$ cat src/rtl/i2s_rx_sampler.sv
// I2S / left-justified serial receiver: extracts one channel as a 16-bit word with a
// spaced one-clk strobe. Build option LEFT_JUSTIFIED_EN removes the one-bit MSB delay.
module i2s_rx_sampler #(
  parameter int CHANNEL  = 0,
  parameter int MIN_GAP  = 34,
  parameter int GAP_BITS = 8
) (
  input  logic        clk,
  input  logic        reset,
  input  logic        sclk_in,
  input  logic        lrclk_in,
  input  logic        sdata_in,
  input  logic        clr_flags,
  output logic [15:0] xOut,
  output logic        sample,
  output logic        overrun,
  output logic        frame_err
);

  localparam logic                CH_SEL   = (CHANNEL != 0);
  localparam logic [GAP_BITS-1:0] GAP_MAX  = GAP_BITS'(MIN_GAP);
  localparam logic [GAP_BITS-1:0] GAP_ONE  = GAP_BITS'(1);
  localparam int                  SYNC_W   = 3;
  localparam int                  IDX_SCLK = 2;
  localparam int                  IDX_LR   = 1;
  localparam int                  IDX_SD   = 0;

  typedef enum logic [1:0] {
    IDLE,
    DELAY,
    SHIFT,
    HOLD
  } state_t;

  logic [SYNC_W-1:0] pin_raw;
  logic [SYNC_W-1:0] pin_sync;

  assign pin_raw = {sclk_in, lrclk_in, sdata_in};

  genvar gi;
  generate
    for (gi = 0; gi < SYNC_W; gi++) begin : g_sync
      logic meta_q;
      logic sync_q;
      always_ff @(posedge clk) begin
        if (reset) begin
          meta_q <= 1'b0;
          sync_q <= 1'b0;
        end else begin
          meta_q <= pin_raw[gi];
          sync_q <= meta_q;
        end
      end
      assign pin_sync[gi] = sync_q;
    end
  endgenerate

  logic                sclk_prev_q;
  logic                lr_last_q, lr_last_d;
  state_t              state_q, state_d;
  logic [15:0]         shift_q, shift_d;
  logic [3:0]          cnt_q, cnt_d;
  logic [GAP_BITS-1:0] gap_cnt_q, gap_cnt_d;
  logic [15:0]         xout_q, xout_d;
  logic                sample_q, sample_d;
  logic                overrun_q, overrun_d;
  logic                frame_err_q, frame_err_d;

  logic bit_evt;
  logic lr_now;
  logic sd_now;
  logic lr_edge;
  logic sel_edge;
  logic word_done;
  logic short_word;
  logic eval_edge;
  logic gap_ok;
  logic accept;

  assign bit_evt  = pin_sync[IDX_SCLK] & ~sclk_prev_q;
  assign lr_now   = pin_sync[IDX_LR];
  assign sd_now   = pin_sync[IDX_SD];
  assign lr_edge  = bit_evt & (lr_now != lr_last_q);
  assign sel_edge = lr_edge & (lr_now == CH_SEL);

  // Bit-level FSM: everything here only moves on a synchronised sclk rising edge.
  always_comb begin
    state_d    = state_q;
    shift_d    = shift_q;
    cnt_d      = cnt_q;
    word_done  = 1'b0;
    short_word = 1'b0;
    eval_edge  = 1'b0;

    if (bit_evt) begin
      case (state_q)
        IDLE, HOLD: begin
          eval_edge = lr_edge;
        end
        DELAY: begin
          if (lr_edge) begin
            eval_edge = 1'b1;
          end else begin
            shift_d = {shift_q[14:0], sd_now};
            cnt_d   = 4'd1;
            state_d = SHIFT;
          end
        end
        SHIFT: begin
          if (lr_edge && (cnt_q != 4'd15)) begin
            short_word = 1'b1;
            eval_edge  = 1'b1;
          end else begin
            // The last bit of a full-width slot arrives together with the lr edge.
            shift_d   = {shift_q[14:0], sd_now};
            eval_edge = lr_edge;
            if (cnt_q == 4'd15) begin
              word_done = 1'b1;
              cnt_d     = 4'd0;
              state_d   = HOLD;
            end else begin
              cnt_d   = cnt_q + 4'd1;
              state_d = SHIFT;
            end
          end
        end
        default: begin
          state_d = IDLE;
          cnt_d   = 4'd0;
        end
      endcase

      if (eval_edge) begin
        if (sel_edge) begin
`ifdef LEFT_JUSTIFIED_EN
          shift_d = {shift_q[14:0], sd_now};
          cnt_d   = 4'd1;
          state_d = SHIFT;
`else
          cnt_d   = 4'd0;
          state_d = DELAY;
`endif
        end else begin
          cnt_d   = 4'd0;
          state_d = IDLE;
        end
      end
    end
  end

  assign gap_ok = (gap_cnt_q >= GAP_MAX);
  assign accept = word_done & gap_ok;

  always_comb begin
    lr_last_d   = bit_evt ? lr_now : lr_last_q;
    sample_d    = accept;
    xout_d      = accept ? shift_d : xout_q;
    gap_cnt_d   = gap_cnt_q;
    if (accept) begin
      gap_cnt_d = '0;
    end else if (gap_cnt_q < GAP_MAX) begin
      gap_cnt_d = gap_cnt_q + GAP_ONE;
    end
    // Flag set takes priority over a same-cycle clear.
    overrun_d   = (word_done & ~gap_ok) | (overrun_q & ~clr_flags);
    frame_err_d = short_word | (frame_err_q & ~clr_flags);
  end

  always_ff @(posedge clk) begin
    if (reset) begin
      sclk_prev_q <= 1'b0;
      lr_last_q   <= 1'b0;
      state_q     <= IDLE;
      shift_q     <= 16'h0000;
      cnt_q       <= 4'd0;
      gap_cnt_q   <= GAP_MAX;
      xout_q      <= 16'h0000;
      sample_q    <= 1'b0;
      overrun_q   <= 1'b0;
      frame_err_q <= 1'b0;
    end else begin
      sclk_prev_q <= pin_sync[IDX_SCLK];
      lr_last_q   <= lr_last_d;
      state_q     <= state_d;
      shift_q     <= shift_d;
      cnt_q       <= cnt_d;
      gap_cnt_q   <= gap_cnt_d;
      xout_q      <= xout_d;
      sample_q    <= sample_d;
      overrun_q   <= overrun_d;
      frame_err_q <= frame_err_d;
    end
  end

  assign xOut      = xout_q;
  assign sample    = sample_q;
  assign overrun   = overrun_q;
  assign frame_err = frame_err_q;

endmodule
$ cat config.mk
export PLATFORM = sky130hd
export DESIGN_NAME = i2s_rx_sampler
export DESIGN_NICKNAME = d
export VERILOG_FILES = /design/src/rtl/i2s_rx_sampler.sv
export SDC_FILE = /design/constraint.sdc
export NUM_CORES = 1
export LEC_CHECK = 0
export BUFFER_PORTS_ARGS = -buffer_cell sky130_fd_sc_hd__buf_2
export CELL_PAD_IN_SITES_DETAIL_PLACEMENT = 1
export CELL_PAD_IN_SITES_GLOBAL_PLACEMENT = 2
export CORE_ASPECT_RATIO = 1.2
export CORE_UTILIZATION = 40
export CTS_BUF_LIST = sky130_fd_sc_hd__clkbuf_8
export DETAILED_ROUTE_END_ITERATION = 8
export PLACE_DENSITY = 0.86
export SKIP_CTS_REPAIR_TIMING = 1
export SYNTH_ARGS = -nofsm -noshare
export SYNTH_HDL_FRONTEND = slang
export SYNTH_SLANG_ARGS = --single-unit
$ cat constraint.sdc
create_clock -name clk -period 2.8 [get_ports clk]
set_input_delay 0.42 -clock clk [delete_from_list [all_inputs] [get_ports clk]]
set_output_delay 0.42 -clock clk [all_outputs]
set_load 0.005 [all_outputs]
==> qor.yml <==
hold_class: "in2reg"
whs_ns: 0.2956
synth_edf_count: 0
grt_util_all_layers_pct: 18.46
area_growth_syn_to_layout_pct: 15.25
grt_pass1_wl_um: 8714
fp.dieH_um: 87.36
ant_nets: 0
grt_pass1_vias: 1838
peakVddDrop_mv: 0.3015
async_flop_share_pct: 0
syn_inst: 222
die_x_um: 73.13
dp_hpwl_um: 3442
rsz0062_at_grt: "no"
layout_common_cells: "dfxtp_1 (57), buf_2 (24), and2_1 (18)"
final_nets: 259
cts_max_path_buffers: 2
antenna_cells: 0
setup_slack_ns: 0.6661
ios: 25
dp.cells: 317
arrival_ns: 2.39
tns_ns: 0
crit_type: "reg2reg"
vias: 1781
worstMarginPinSlew_ns: 0.8261
root_buffer: "clkbuf_8"
post_synth.cell_area_avg_um2: 10.94
synth_top_family_by_area: "compound AO/OA/AOI/OAI gates"
synth_xor_area_share_pct: 1.803
synth_cell_types: 49
drt_wl_total_um: 5221
port_buffers: 24
grt_max_degree: 20
dr.pass1.iters: 3
cts_buffers: 9
synth_largest_area_cell: "dfxtp_1"
synthFlopType: "dfxtp_1"
maxCapViolations: 0
instances_no_fill: 332
fill_cells: 641
p_per_area_mw_per_mm2: 598.7
drc: 0
synth-seq-area-share_pct: 46.99
antenna_found_initial: 0
fmax_ghz: 0.4686
period_minus_slack_ns: 2.134
routedWlPerCell_um: 15.73
start_util_pct: 42.29
drv_slew: 0
clk_latency_ns: 0.35
netlist.area_leader.share_pct: 46.99
cp-end-kind: "register"
cts_sinks: 57
fin_util_pct: 48.74
synth-compound-area-share_pct: 20.35
fin_skew_ns: 0.004616
grt_overflow_total: 0
crit_required_ns: 3.06
gp_congestion: 0.7558
drive_above_1_share_pct: 21.03
status: "completed"
clk_pin_slew_ns: 0.06
critPathMaxFanout: 6
viasPerCell: 5.364
synthAdderAreaFrac_pct: 2.576
slew_headroom_pct: 44.21
leakagePower_nw: 1.062
synth_area_mm2: 0.002429
cts_max_level: 3
synth_area_leaders: "dfxtp_1 (47%), mux2i_1 (6.6%), a22o_1 (5.8%)"
rows: 30
ys_seq_elements: 57
hold_viol_final: 0
yosys_warnings: 0
fin_crit_sh_pct: 76.21
dp_slack_ns: 0.6900
setup_violations: 0
dieArea_mm2: 0.006388
synth_mux_area_share_pct: 6.595
drt_iter0_markers: 79
core_area_mm2: 0.005743
synth_nets: 233
final_common_cell: "dfxtp_1"
tritoncts: "built"
yosys.area_share.simple_pct: 16.33
worst_setup_path_start_kind: "register"
==> registers in the layout, summed over array words and instances, names as in the netlist <==
signal	cells
cnt_q	4
frame_err	1
g_sync.meta_q	3
g_sync.sync_q	3
gap_cnt_q	8
lr_last_q	1
overrun	1
sample	1
sclk_prev_q	1
shift_q	16
state_q	2
xOut	16
==> stage by stage <==
stage               cell area (µm²)   power, W
CTS                            2799   0.001698
finish                         2799   0.001676
floorplan                      2429  0.0008595
global placement               2585  0.0008668
global route                   2799   0.001718
detailed placement             2585  0.0008675
==> path summary, 6_finish.rpt <==
kind         cells after the start                to  slack, ns             start
max                              5          cnt_q[3]       0.67        state_q[0]
min                              2  g_sync[2].meta_q       0.30           sclk_in
max reg2reg                      5          cnt_q[3]       0.67        state_q[0]
min reg2reg                      1  g_sync[0].sync_q       0.45  g_sync[0].meta_q
==> power by group <==
group | internal [W] | switching (W) | leakage (nW)
clock network | 0.000501 | 0.000325 | 0.112
logic | 0.00000928 | 0.0000214 | 0.490
registers | 0.000816 | 0.00000280 | 0.460
==> area by class of cell <==
type / count / area [µm²] / share of cell area [%]
Multi-Input combinational cell: 146 / 1171 / 41.84
Inverter: 6 / 22.52 / 0.8047
Timing Repair Buffer: 28 / 150.1 / 5.364
Tap cell: 80 / 100.1 / 3.576
Sequential cell: 57 / 1141 / 40.77
Clock inverter: 2 / 35.03 / 1.252
Clock buffer: 13 / 178.9 / 6.393
==> critical path, stage by stage, from the launching register on <==
cell and delay, ns:
dfxtp_1 0.35, inv_1 0.07, ha_1 0.36, or3b_1 0.50
or4_1 0.50, a311oi_1 0.26
==> per-layer routing <==
| layer | vias to the layer above | routed length (µm) | share of wire [%] | GRT usage, % |
|---|---|---|---|---|
| li1 | 874 | - | - | - |
| met1 | 871 | 2447 | 47 | 21.39 |
| met2 | 26 | 2500 | 48 | 30.64 |
| met3 | 10 | 135 | 2.6 | 3.819 |
| met4 | 0 | 138 | 2.6 | 11.76 |
| met5 | - | 0 | 0 | 0 |
==> cell families (layout without fill, tap and decap cells) <==
group / Yosys count / in the layout
compound gates: 58 / 58
buf+inv: 19 / 49
mux: 16 / 16
simple gates: 62 / 62
fa+ha+maj: 5 / 5
flops: 57 / 57
xor+xnor: 5 / 5
==> synthesized netlist by cell type, drive strengths merged (2+ instances only) <==
cell type	n
ha	5
nor2	11
and2	18
or4	2
o2bb2ai	16
a22o	16
xor2	2
nor3	4
a211oi	2
nor2b	8
a32oi	3
nand3	2
clkbuf	4
mux2i	16
inv	6
nand4	2
buf	9
a21oi	6
o21ai	2
a311oi	4
dfxtp	57
xnor2	3
nand2	6
(Power assumes the default switching activity.)
